### src/rtl/io_responder_if.sv
// Host/core-facing signal bundle for io_responder: host sample stream, core
// request/data, and the result stream back to the host.
interface io_responder_if #(
  parameter int DW = 31
);
  logic signed [DW-1:0] s_data;
  logic                 s_valid;
  logic                 s_ready;
  logic [3:0]           req_in;
  logic signed [DW-1:0] io_in;
  logic signed [DW-1:0] io_out;
  logic [3:0]           out_en;
  logic signed [DW-1:0] m_data;
  logic [3:0]           m_addr;
  logic                 m_valid;
  logic                 m_ready;
  logic                 in_underrun;
  logic                 out_overflow;

  modport slave (
    input  s_data, s_valid, req_in, io_out, out_en, m_ready,
    output s_ready, io_in, m_data, m_addr, m_valid, in_underrun, out_overflow
  );

  modport master (
    output s_data, s_valid, req_in, io_out, out_en, m_ready,
    input  s_ready, io_in, m_data, m_addr, m_valid, in_underrun, out_overflow
  );
endinterface

### src/rtl/io_responder.sv
// Host <-> core I/O responder: input FIFO feeding a registered io_in word and an
// output FIFO collecting {out_en, io_out}. Define IO_RESPONDER_STATS_EN for counters.
module io_responder #(
  parameter int DW    = 31,
  parameter int DEPTH = 8
) (
  input  logic        clk,
  input  logic        rst,
`ifdef IO_RESPONDER_STATS_EN
  output logic [15:0] in_count,
  output logic [15:0] out_count,
`endif
  io_responder_if.slave bus
);
  localparam int AW = $clog2(DEPTH);
  localparam int CW = AW + 1;

  typedef struct packed {
    logic [3:0]    addr;
    logic [DW-1:0] data;
  } res_t;

  logic [DW-1:0] in_mem_q [DEPTH];
  logic [AW-1:0] in_wr_q, in_wr_d, in_rd_q, in_rd_d;
  logic [CW-1:0] in_cnt_q, in_cnt_d;

  res_t          out_mem_q [DEPTH];
  logic [AW-1:0] out_wr_q, out_wr_d, out_rd_q, out_rd_d;
  logic [CW-1:0] out_cnt_q, out_cnt_d;

  logic [DW-1:0] io_in_q, io_in_d;
  logic          under_q, under_d, over_q, over_d;

  logic in_push, in_pop, out_push, out_pop, out_full, req_act, oe_act;
  res_t out_head;

  assign req_act  = (bus.req_in != 4'd0);
  assign oe_act   = (bus.out_en != 4'd0);
  assign in_push  = bus.s_valid && bus.s_ready;
  assign in_pop   = req_act && (in_cnt_q != '0);
  assign out_full = (out_cnt_q == CW'(DEPTH));
  assign out_pop  = bus.m_valid && bus.m_ready;
  // A full output FIFO still accepts when the host drains the head this cycle.
  assign out_push = oe_act && (!out_full || out_pop);
  assign out_head = out_mem_q[out_rd_q];

  assign bus.s_ready      = (in_cnt_q != CW'(DEPTH));
  assign bus.m_valid      = (out_cnt_q != '0);
  // Gate the head so stale memory never shows after reset.
  assign bus.m_data       = bus.m_valid ? out_head.data : '0;
  assign bus.m_addr       = bus.m_valid ? out_head.addr : 4'd0;
  assign bus.io_in        = io_in_q;
  assign bus.in_underrun  = under_q;
  assign bus.out_overflow = over_q;

  always_comb begin
    in_wr_d   = in_wr_q;
    in_rd_d   = in_rd_q;
    out_wr_d  = out_wr_q;
    out_rd_d  = out_rd_q;
    io_in_d   = io_in_q;
    under_d   = under_q;
    over_d    = over_q;
    in_cnt_d  = in_cnt_q + CW'(in_push) - CW'(in_pop);
    out_cnt_d = out_cnt_q + CW'(out_push) - CW'(out_pop);
    if (in_push) in_wr_d = in_wr_q + AW'(1);
    if (in_pop) begin
      in_rd_d = in_rd_q + AW'(1);
      io_in_d = in_mem_q[in_rd_q];
    end
    if (req_act && in_cnt_q == '0) under_d = 1'b1;
    if (out_push) out_wr_d = out_wr_q + AW'(1);
    if (out_pop)  out_rd_d = out_rd_q + AW'(1);
    if (oe_act && !out_push) over_d = 1'b1;
  end

  always_ff @(posedge clk) begin
    if (rst) begin
      in_wr_q   <= '0;
      in_rd_q   <= '0;
      in_cnt_q  <= '0;
      out_wr_q  <= '0;
      out_rd_q  <= '0;
      out_cnt_q <= '0;
      io_in_q   <= '0;
      under_q   <= 1'b0;
      over_q    <= 1'b0;
    end else begin
      in_wr_q   <= in_wr_d;
      in_rd_q   <= in_rd_d;
      in_cnt_q  <= in_cnt_d;
      out_wr_q  <= out_wr_d;
      out_rd_q  <= out_rd_d;
      out_cnt_q <= out_cnt_d;
      io_in_q   <= io_in_d;
      under_q   <= under_d;
      over_q    <= over_d;
    end
  end

  // Storage needs no reset; occupancy is tracked by the pointers/counts.
  always_ff @(posedge clk) begin
    if (!rst && in_push)  in_mem_q[in_wr_q]   <= bus.s_data;
    if (!rst && out_push) out_mem_q[out_wr_q] <= '{addr: bus.out_en, data: bus.io_out};
  end

`ifdef IO_RESPONDER_STATS_EN
  logic [15:0] in_count_q, in_count_d, out_count_q, out_count_d;

  always_comb begin
    in_count_d  = in_count_q;
    out_count_d = out_count_q;
    if (in_pop && in_count_q != 16'hFFFF)    in_count_d  = in_count_q + 16'd1;
    if (out_push && out_count_q != 16'hFFFF) out_count_d = out_count_q + 16'd1;
  end

  always_ff @(posedge clk) begin
    if (rst) begin
      in_count_q  <= '0;
      out_count_q <= '0;
    end else begin
      in_count_q  <= in_count_d;
      out_count_q <= out_count_d;
    end
  end

  assign in_count  = in_count_q;
  assign out_count = out_count_q;
`endif
endmodule

### src/flat_wrapper.sv
// flat-port wrapper written by rule: the top's interface ports become plain ports
module io_responder_flat 
#(
  parameter int DW    = 31,
  parameter int DEPTH = 8
)
  (clk, rst, bus_s_data, bus_s_valid, bus_req_in, bus_io_out, bus_out_en, bus_m_ready, bus_s_ready, bus_io_in, bus_m_data, bus_m_addr, bus_m_valid, bus_in_underrun, bus_out_overflow);
  io_responder_if #(.DW(DW)) bus_i ();
  input  logic clk;
  input  logic rst;
  input wire logic [$bits(bus_i.s_data)-1:0] bus_s_data;
  input wire logic [$bits(bus_i.s_valid)-1:0] bus_s_valid;
  input wire logic [$bits(bus_i.req_in)-1:0] bus_req_in;
  input wire logic [$bits(bus_i.io_out)-1:0] bus_io_out;
  input wire logic [$bits(bus_i.out_en)-1:0] bus_out_en;
  input wire logic [$bits(bus_i.m_ready)-1:0] bus_m_ready;
  output wire logic [$bits(bus_i.s_ready)-1:0] bus_s_ready;
  output wire logic [$bits(bus_i.io_in)-1:0] bus_io_in;
  output wire logic [$bits(bus_i.m_data)-1:0] bus_m_data;
  output wire logic [$bits(bus_i.m_addr)-1:0] bus_m_addr;
  output wire logic [$bits(bus_i.m_valid)-1:0] bus_m_valid;
  output wire logic [$bits(bus_i.in_underrun)-1:0] bus_in_underrun;
  output wire logic [$bits(bus_i.out_overflow)-1:0] bus_out_overflow;
  assign bus_i.s_data = bus_s_data;
  assign bus_i.s_valid = bus_s_valid;
  assign bus_i.req_in = bus_req_in;
  assign bus_i.io_out = bus_io_out;
  assign bus_i.out_en = bus_out_en;
  assign bus_i.m_ready = bus_m_ready;
  assign bus_s_ready = bus_i.s_ready;
  assign bus_io_in = bus_i.io_in;
  assign bus_m_data = bus_i.m_data;
  assign bus_m_addr = bus_i.m_addr;
  assign bus_m_valid = bus_i.m_valid;
  assign bus_in_underrun = bus_i.in_underrun;
  assign bus_out_overflow = bus_i.out_overflow;
  io_responder #(.DW(DW), .DEPTH(DEPTH)) u_core (.clk(clk), .rst(rst), .bus(bus_i));
endmodule
### config.mk
export PLATFORM = sky130hd
export DESIGN_NAME = io_responder_flat
export DESIGN_NICKNAME = d
export VERILOG_FILES = /design/src/rtl/io_responder_if.sv /design/src/rtl/io_responder.sv /design/src/flat_wrapper.sv
export SDC_FILE = /design/constraint.sdc
export NUM_CORES = 1
export LEC_CHECK = 0
export BUFFER_PORTS_ARGS = -buffer_cell sky130_fd_sc_hd__buf_2
export CAP_MARGIN = 20
export CELL_PAD_IN_SITES_DETAIL_PLACEMENT = 0
export CELL_PAD_IN_SITES_GLOBAL_PLACEMENT = 1
export CORE_MARGIN = 2
export CORE_UTILIZATION = 40
export DETAILED_ROUTE_END_ITERATION = 12
export HOLD_SLACK_MARGIN = 0.05
export PLACE_DENSITY_LB_ADDON = 0.1
export SLEW_MARGIN = 20
export SYNTH_ARGS = -nofsm -noshare
export SYNTH_HDL_FRONTEND = slang
export SYNTH_SLANG_ARGS = --single-unit
### constraint.sdc
create_clock -name clk -period 4.3 [get_ports clk]
set_input_delay 0.43 -clock clk [delete_from_list [all_inputs] [get_ports clk]]
set_output_delay 0.43 -clock clk [all_outputs]
set_load 0.02 [all_outputs]
==> flow_metrics.py, run 1 <==
metrics = {
    "clocking": {
        "cts-root-buf": "clkbuf_16",
        "cts_buffers": 61,
        "clock_path_buffers": 3,
        "ctsHoldBuffers": 0,
        "clkTransAtPathRegs_ns": 0.06,
        "cts_tree": "yes",
        "cts-resized-gates": 0,
        "clk_latency_ns": 0.61,
        "cts_setup_buffers": 0,
        "cts_sinks": 584,
        "h-tree-depth": 2,
    },
    "setup_path": {
        "crit_end": "bus_m_data[17]",
        "critical_path.startpoint_type": "flop",
        "critical_path_arrival_ns": 2.68,
        "reg2reg_depth": 11,
        "r2r-start": "u_core.in_cnt_q[2]",
        "critPathRequiredTime_ns": 3.87,
        "endpoint_kind": "output pin",
        "worstReg2RegEnd": "u_core.in_cnt_q[2]",
        "r2r_setup_slack_ns": 1.50,
        "worstSetupPathType": "flop to output pin",
        "worstPathMaxFanout": 18,
    },
    "timing": {
        "max_freq_mhz": 322,
        "finalHoldViolations": 0,
        "worst_clock_skew_ns": 0.0133,
        "max_slew_margin": 0.311,
        "tightestPinTransition_ns": 1.03,
        "drv_slew": 0,
        "finalCriticalPeriod_ns": 3.11,
        "rsz0062_at_grt": "no",
        "tns_ns": 0,
        "holdWs_ns": 0.0857,
        "post-route-period-util": 0.723,
        "setup_viol": 0,
    },
    "power": {
        "power_mw": 16.3,
        "power_density_nw_per_um2": 630,
        "peakVddDrop_uv": 318,
        "leakagePower_nw": 8.39,
    },
    "final_layout": {
        "areaGrowthSynthToFinish_pct": 16.7,
        "finalInstanceArea_um2": 25800,
        "nNetsFinal": 1331,
        "layout-drive-gt1-share": 0.339,
    },
    "detailed_routing": {
        "dr_total_vias": 10400,
        "drt_first_pass_iters": 4,
        "ant_nets": 0,
        "finalWirelength_um": 47200,
        "wl_per_cell_um": 23.6,
        "post-route-drc-count": 0,
        "avgViaCountPerCell": 5.22,
        "detail_route.iter0.violations": 780,
    },
    "placement": {
        "portBuffers": 143,
        "dpl_cell_area_um2": 23800,
        "place_hpwl_um": 26000,
        "globalplace.congestion": 0.703,
    },
    "synth": {
        "yosys.cell_types.count": 41,
        "avgSynthCellArea_um2": 20.9,
        "syn_inst": 1061,
        "syn-num-nets": 1152,
        "yosysWarnings": 0,
        "synth-edff-count": 528,
        "ys_async_sr_fraction": 0,
        "syn-cell-area_um2": 22100,
        "synthFlopType": "edfxtp_1",
        "ys_seq_area_frac": 0.767,
        "ys_seq_elements": 584,
    },
    "outcome": {
        "status": "complete, no violations",
    },
    "floorplan": {
        "fp.dieH_um": 239,
        "die_x_um": 239,
        "design.core.area_um2": 54900,
        "die_area_um2": 57200,
        "ios": 144,
        "start_util": 0.403,
        "num_rows": 86,
    },
    "grt": {
        "grt.met2_usage": 0.297,
        "track_usage": 0.169,
        "grt_pass1_wl_um": 70700,
        "grt_start_max_net_pins": 37,
        "grt_pass1_vias": 11200,
        "busiest_layer": "met2",
        "grt-ovfl-total": 0,
        "use_met1": 0.214,
        "grt_use_met3": 0.0322,
        "antenna_found_initial": 9,
    },
    "job": {
        "drv_cap": 0,
    },
    "hold_path": {
        "hold_class": "input port to flop",
    },
}
area by class of cell:
class                           count  area, um2
Clock buffer                       94       1750
Clock inverter                     19        244
Antenna cell                        5       12.5
Fill cell                        4632      29000
Timing Repair Buffer              173        991
Inverter                           13       48.8
Tap cell                          704        881
Sequential cell                   584      17000
Multi-Input combinational cell    407       4910
logic make-up (layout without fill, tap and decap cells):
family / after synthesis / count (layout) / share of synthesized area
AND/OR/NAND/NOR: 167 / 167 / 0.0386
multiplexers: 170 / 170 / 0.152
AO/OA/AOI/OAI: 43 / 43 / 0.0124
adder cells (fa/ha/maj): 17 / 17 / 0.0103
buffers and inverters: 70 / 299 / 0.0161
XOR/XNOR: 10 / 10 / 0.00396
flip-flops: 584 / 584 / 0.767
other: 0 / 5 / 0
sequential cells by signal, indices dropped and copies added (netlist names), named ones only:
| signal | count |
|---|---|
| u_core.bus.out_overflow | 1 |
| u_core.out_mem_q | 280 |
| u_core.out_wr_q | 3 |
| u_core.in_wr_q | 3 |
| u_core.in_mem_q | 248 |
| u_core.bus.io_in | 31 |
| u_core.out_rd_q | 3 |
| u_core.in_rd_q | 3 |
| u_core.out_cnt_q | 4 |
| u_core.in_cnt_q | 4 |
| u_core.bus.in_underrun | 1 |
power breakdown:
group          internal, mW  leakage, nW  switching [mW]  total (mW)
combinational          1.64         2.18            2.26        3.90
clock                  3.14        0.967            2.07        5.21
sequential             6.77         5.25           0.392        7.16
total                  11.5         8.39            4.72        16.3
how the worst min path moves through the flow:
stage / from / endpoint / slack [ns] / cells after the start
after CTS: bus_io_out[0] / u_core.out_mem_q[2][0] / 0.05 / 1
after global placement: u_core.bus.io_in[20] / u_core.bus.io_in[20] / 0.48 / 2
after floorplan: u_core.out_rd_q[1] / flop / 0.46 / 2
final: bus_s_data[25] / u_core.in_mem_q[3][25] / 0.09 / 1
after global routing: bus_s_data[26] / u_core.in_mem_q[1][26] / 0.07 / 1
after detailed placement: u_core.bus.in_underrun / u_core.bus.in_underrun / 0.48 / 2
Yosys cell counts, drive strengths merged (2+ instances only):
cell / n / area [um2]
fa: 2 / 40.0
edfxtp: 528 / 15900
a21o: 2 / 15.0
mux2i: 37 / 370
xor2: 6 / 52.6
and2: 2 / 15.0
mux4: 132 / 2970
nand3b: 2 / 27.5
nand3: 9 / 50.1
xnor2: 4 / 35.0
ha: 15 / 188
dfxtp: 56 / 1120
inv: 13 / 48.8
nor2: 92 / 370
or3b: 2 / 17.5
a21oi: 6 / 30.0
nor2b: 4 / 25.0
nor4: 2 / 12.5
clkbuf: 24 / 90.1
o22ai: 31 / 194
nor3b: 4 / 30.0
nor3: 36 / 235
nand2b: 2 / 12.5
nand2: 10 / 37.5
buf: 33 / 218
placed cells by master, fill, tap and decap left out, drive strengths merged, types with 9 or more instances in the layout:
cell type and n:
nor3 36, mux2i 37, mux4 132, clkbuf 94, buf 173, nor2 92
edfxtp 528, ha 15, dfxtp 56, inv 14, nand3 9, o22ai 31
nand2 10, clkinv 11
through the flow:
step | cells | utilization | setup WS (ns)
floorplan | 1061 | - | -0.00128
global placement | 1881 | 0.434 | 1.46
detailed placement | 1881 | 0.434 | 1.43
CTS | 1994 | 0.470 | 1.03
global route | 1994 | 0.470 | 0.931
finish | 1999 | 0.471 | 1.19
worst max-delay path, stage by stage (launching register included):
cell     delay, ns
dfxtp_4       0.61
buf_4         0.43
mux4_2        0.55
mux2i_1       0.14
nor2_1        0.11
buf_2         0.21
per-layer routing:
metal,vias up,routed length [um]
li1,4679,-
met1,5493,20000
met2,188,24200
met3,68,2030
met4,8,888
met5,-,55
Power figures use the tool's default switching activity.
==> run 2, diff against run 1 <==
clock period = 3.1 ns   (was 4.3 ns; I/O delays follow)
==> run 2 against run 1 <==
  * Hold slack gained 0.078 ns
  * Final cell count grew 3.8%
  * Sequential power grew 37%
  * Wire length shrank 0.49%
  * Critical path depth is the same
  * Non-clock buffer count grew 74
  * Via count grew 3.0%
  * Count of clock-buffer cells in the layout grew 5
  * Sequential share of layout area shrank 2.2 points
  * Critical endpoint is now bus_m_data[11]
==> flow_metrics.py, run 2 (synthesis gave the netlist of run 1 again) <==
metrics = {
    "clocking": {
        "clock_path_buffers": 3,
        "cts_tree": "yes",
        "h-tree-depth": 3,
        "cts_sinks": 584,
        "clk_latency_ns": 0.58,
        "cts-root-buf": "clkbuf_16",
        "clkTransAtPathRegs_ns": 0.06,
        "cts_setup_buffers": 0,
        "cts_buffers": 66,
    },
    "timing": {
        "rsz0062_at_grt": "no",
        "setup_ws_ns": 0.305,
        "finalCriticalPeriod_ns": 2.80,
        "max_slew_margin": 0.459,
        "holdWs_ns": 0.164,
        "drv_slew": 0,
        "finalHoldViolations": 0,
        "post-route-period-util": 0.902,
        "tightestPinTransition_ns": 0.811,
        "max_freq_mhz": 358,
        "tns_ns": 0,
        "worst_clock_skew_ns": 0.0172,
        "setup_viol": 0,
    },
    "final_layout": {
        "top_register": "u_core.out_mem_q",
        "finalInstanceArea_um2": 26700,
        "mostFrequentLayoutCell": "edfxtp_1",
        "post-route-util": 0.487,
        "layout_common_cells": "528 x edfxtp_1, 143 x buf_2, 132 x mux4_2",
        "nNetsFinal": 1410,
        "layout-drive-gt1-share": 0.323,
        "largest_reg_flops": 280,
        "areaGrowthSynthToFinish_pct": 20.7,
        "fill_cells": 4617,
    },
    "setup_path": {
        "critPathRequiredTime_ns": 2.79,
        "r2r_setup_slack_ns": 0.60,
        "worstPathMaxFanout": 15,
        "worstReg2RegEnd": "u_core.in_cnt_q[2]",
        "reg2reg_depth": 11,
        "path_buf_inv": 2,
        "crit_chain": "buf_4, mux4_2, mux2i_1, nor2_1, buf_2",
        "r2r-start": "u_core.in_cnt_q[2]",
        "endpoint_kind": "output pin",
        "critPathTopFamily": "multiplexers",
        "max_stage_delay_ns": 0.57,
        "critical_path.startpoint_type": "flop",
        "critical_path_arrival_ns": 2.49,
        "crit_slowest_cell": "dfxtp_4",
        "worstSetupPathType": "flop to output pin",
    },
    "floorplan": {
        "num_rows": 86,
        "die_x_um": 239,
        "fp.dieH_um": 239,
        "start_util": 0.403,
        "design.core.area_um2": 54900,
        "ios": 144,
        "die_area_um2": 57200,
    },
    "detailed_routing": {
        "finalWirelength_um": 47000,
        "wl_per_cell_um": 22.6,
        "dr_total_vias": 10800,
        "ant_nets": 0,
        "avgViaCountPerCell": 5.19,
        "drt_first_pass_iters": 5,
        "detail_route.iter0.violations": 649,
        "post-route-drc-count": 0,
    },
    "hold_path": {
        "hold_class": "input port to flop",
        "hold_start": "rst",
        "whs_path_depth": 2,
    },
    "placement": {
        "pre_cts_ws_ns": 0.616,
        "place_hpwl_um": 26000,
        "globalplace.congestion": 0.688,
        "portBuffers": 143,
        "dpl_cell_area_um2": 24000,
    },
    "power": {
        "leakagePower_nw": 8.75,
        "power_density_nw_per_um2": 856,
        "peakVddDrop_uv": 506,
    },
    "grt": {
        "grt_start_max_net_pins": 64,
        "grt-ovfl-total": 0,
        "antenna_found_initial": 4,
        "grt_pass1_vias": 11600,
        "track_usage": 0.169,
        "grt_pass1_wl_um": 71700,
    },
    "job": {
        "drv_cap": 0,
    },
    "outcome": {
        "status": "complete, no violations",
    },
}
[run 2: cell count changes in the layout (fill, tap and decap cells not counted), moves of 4 or more]
cell and delta:
diode_2 -4, dlygate4sd3_1 +68, buf_12 +9, clkbuf_16 +6, clkbuf_8 -4
[run 2: per-layer routing]
| metal | track usage | vias to the layer above | part of all wire |
|---|---|---|---|
| li1 | - | 4839 | - |
| met1 | 0.218 | 5639 | 0.43 |
| met2 | 0.292 | 209 | 0.51 |
| met3 | 0.0364 | 61 | 0.041 |
| met4 | 0.0419 | 6 | 0.017 |
| met5 | 0 | - | 0.00081 |
[run 2: what timing repair did]
action | 4_1_cts | 5_1_grt
resized for setup | 0 | 0
hold buffers | 68 | 0
hold endpoints to repair | 531 | 0
setup endpoints to repair | 0 | 0
[run 2: cell type report]
cell class              instances  area, um2  share of cell area
diodes                          1       2.50           0.0000937
clock buffers                  99       1860              0.0696
clock inverters                19        166             0.00623
inverters                      13       48.8             0.00183
multi-input cells             407       4930               0.185
flip-flops and latches        584      17000               0.636
well taps                     704        881              0.0330
repair buffers                247       1830              0.0685
[run 2: stage by stage]
step                power [mW]  cells
detailed placement        15.8   1887
floorplan                 13.9   1061
finish                    22.9   2074
CTS                       23.3   2073
global route              24.0   2073
global placement          15.8   1887
[run 2: worst max path at each step]
stage | startpoint | to | slack [ns] | cells after the start
floorplan | u_core.out_cnt_q[2] | u_core.out_mem_q[2][0] | -1.20 | 6
finish | flop | bus_m_data[11] | 0.30 | 5
CTS | flop | bus_m_data[0] | 0.19 | 5
global placement | u_core.in_cnt_q[2] | u_core.in_cnt_q[2] | 0.62 | 11
detailed placement | u_core.in_cnt_q[2] | u_core.in_cnt_q[2] | 0.62 | 11
global route | flop | bus_m_data[0] | 0.09 | 5
[run 2: report_power, final]
| part | switching [mW] | total [mW] | internal, mW |
|---|---|---|---|
| Clock | 2.96 | 7.34 | 4.39 |
| Combinational | 3.26 | 5.69 | 2.42 |
| Sequential | 0.455 | 9.84 | 9.38 |
[run 2: worst reg2reg max path: stages, from the launching register on]
cell,delay (ns)
dfxtp_1,0.29
inv_1,0.09
ha_1,0.17
or3b_1,0.45
and2_4,0.21
ha_1,0.28
inv_1,0.06
ha_1,0.16
inv_1,0.06
fa_1,0.40
xor2_1,0.17
nor2_1,0.05
==> run 3, diff against run 2 <==
clock period = 3.39 ns   (was 3.1 ns; I/O delays follow)
==> run 3 against run 2 <==
  * Power fell by 9.8%
  * Wire length barely moved
  * Sequential cell count did not move
  * Register-to-register slack improved by 0.27 ns
  * Non-clock buffer count rose by 2
  * Final cell count fell by 0.29%
  * Critical path type unchanged
  * Largest power group unchanged
==> flow_metrics.py, run 3 (synthesis gave the netlist of run 1 again) <==
metrics = {
    "clocking": {
        "clkTransAtPathRegs_ns": 0.06,
        "cts-resized-gates": 0,
        "clock_path_buffers": 3,
        "cts_sinks": 584,
        "h-tree-depth": 2,
        "cts_tree": "yes",
        "cts_buffers": 61,
        "clk_latency_ns": 0.61,
        "cts-root-buf": "clkbuf_16",
    },
    "detailed_routing": {
        "finalWirelength_um": 46900,
        "detail_route.iter0.violations": 605,
        "drt_first_pass_iters": 4,
        "wl_per_cell_um": 22.7,
        "dr_total_vias": 10600,
        "ant_nets": 0,
        "post-route-drc-count": 0,
        "avgViaCountPerCell": 5.13,
    },
    "floorplan": {
        "start_util": 0.403,
        "fp.dieH_um": 239,
        "design.core.area_um2": 54900,
        "die_area_um2": 57200,
        "die_x_um": 239,
        "ios": 144,
        "num_rows": 86,
    },
    "hold_path": {
        "hold_class": "input port to flop",
    },
    "final_layout": {
        "areaGrowthSynthToFinish_pct": 20.0,
        "layout_common_cells": "528 x edfxtp_1, 143 x buf_2, 132 x mux4_2",
        "post-route-util": 0.484,
        "finalInstanceArea_um2": 26600,
        "layout-drive-gt1-share": 0.332,
        "largest_reg_flops": 280,
        "mostFrequentLayoutCell": "edfxtp_1",
        "top_register": "u_core.out_mem_q",
        "nNetsFinal": 1407,
    },
    "timing": {
        "setup_ws_ns": 0.420,
        "post-route-period-util": 0.876,
        "max_freq_mhz": 337,
        "tightestPinTransition_ns": 0.624,
        "max_slew_margin": 0.583,
        "rsz0062_at_grt": "no",
        "tns_ns": 0,
        "finalCriticalPeriod_ns": 2.97,
        "drv_slew": 0,
        "finalHoldViolations": 0,
        "worst_clock_skew_ns": 0.0199,
        "setup_viol": 0,
    },
    "outcome": {
        "status": "complete, no violations",
    },
    "setup_path": {
        "reg2reg_depth": 11,
        "critical_path.startpoint_type": "flop",
        "r2r_setup_slack_ns": 0.87,
        "worstSetupPathType": "flop to output pin",
        "critical_path_arrival_ns": 2.63,
        "worstPathMaxFanout": 18,
        "worstReg2RegEnd": "u_core.in_cnt_q[2]",
        "crit_end": "bus_m_data[21]",
        "r2r-start": "u_core.in_cnt_q[2]",
        "critPathRequiredTime_ns": 3.05,
        "endpoint_kind": "output pin",
    },
    "grt": {
        "grt_start_max_net_pins": 36,
        "antenna_found_initial": 3,
        "grt_pass1_vias": 11600,
        "grt_pass1_wl_um": 71200,
        "grt-ovfl-total": 0,
        "track_usage": 0.168,
    },
    "power": {
        "leakagePower_nw": 8.71,
        "power_density_nw_per_um2": 777,
        "power_mw": 20.6,
        "peakVddDrop_uv": 371,
    },
    "placement": {
        "place_hpwl_um": 26300,
        "dpl_cell_area_um2": 23900,
        "pre_cts_ws_ns": 0.859,
        "globalplace.congestion": 0.715,
        "portBuffers": 143,
    },
    "job": {
        "drv_cap": 0,
    },
}
==> run 3: what timing repair did <==
action                                 CTS  global route
buffers inserted                         0             0
endpoints found under the hold margin  533             0
hold buffers                            68             0
==> run 3: final cells by class <==
type | instances | area [um2]
clock inverter | 24 | 229
inverter | 13 | 48.8
multi-input combinational | 407 | 4930
tap | 704 | 881
timing repair buffer | 249 | 1740
antenna | 1 | 2.50
clock buffer | 86 | 1740
fill | 4618 | 28300
sequential | 584 | 17000
==> run 3: how the worst min path moves through the flow <==
stage / from / endpoint / slack, ns / cells after the start
final: bus_m_ready / flop / 0.08 / 3
after global routing: bus_m_ready / flop / 0.08 / 3
after CTS: bus_m_ready / u_core.out_rd_q[1] / 0.05 / 3
after detailed placement: u_core.bus.io_in[30] / u_core.bus.io_in[30] / 0.48 / 2
after global placement: u_core.bus.io_in[23] / u_core.bus.io_in[23] / 0.47 / 2
after floorplan: bus_s_data[0] / u_core.in_mem_q[0][0] / 0.44 / 0
==> run 3: per-stage QoR <==
step	hold slack, ns	std cells
global placement	0.474	1889
floorplan	0.438	1061
detailed placement	0.476	1889
global route	0.0816	2068
CTS	0.0536	2067
finish	0.0805	2068
==> run 3: report_power, final <==
group | switching, mW | internal [mW]
Sequential | 0.418 | 8.58
Clock | 2.66 | 3.86
Combinational | 2.97 | 2.15
==> run 3: worst max-delay path: stages, from the launching register on <==
cell	delay, ns
dfxtp_4	0.57
buf_4	0.42
mux4_2	0.58
mux2i_1	0.16
nor2_1	0.09
buf_2	0.20
==> run 3: routing by layer <==
layer	global-route usage	up-vias	share of wire
met2	0.296	187	0.52
met1	0.213	5528	0.42
met3	0.0294	68	0.039
met5	0	-	0.00051
met4	0.0466	4	0.018
li1	-	4820	-
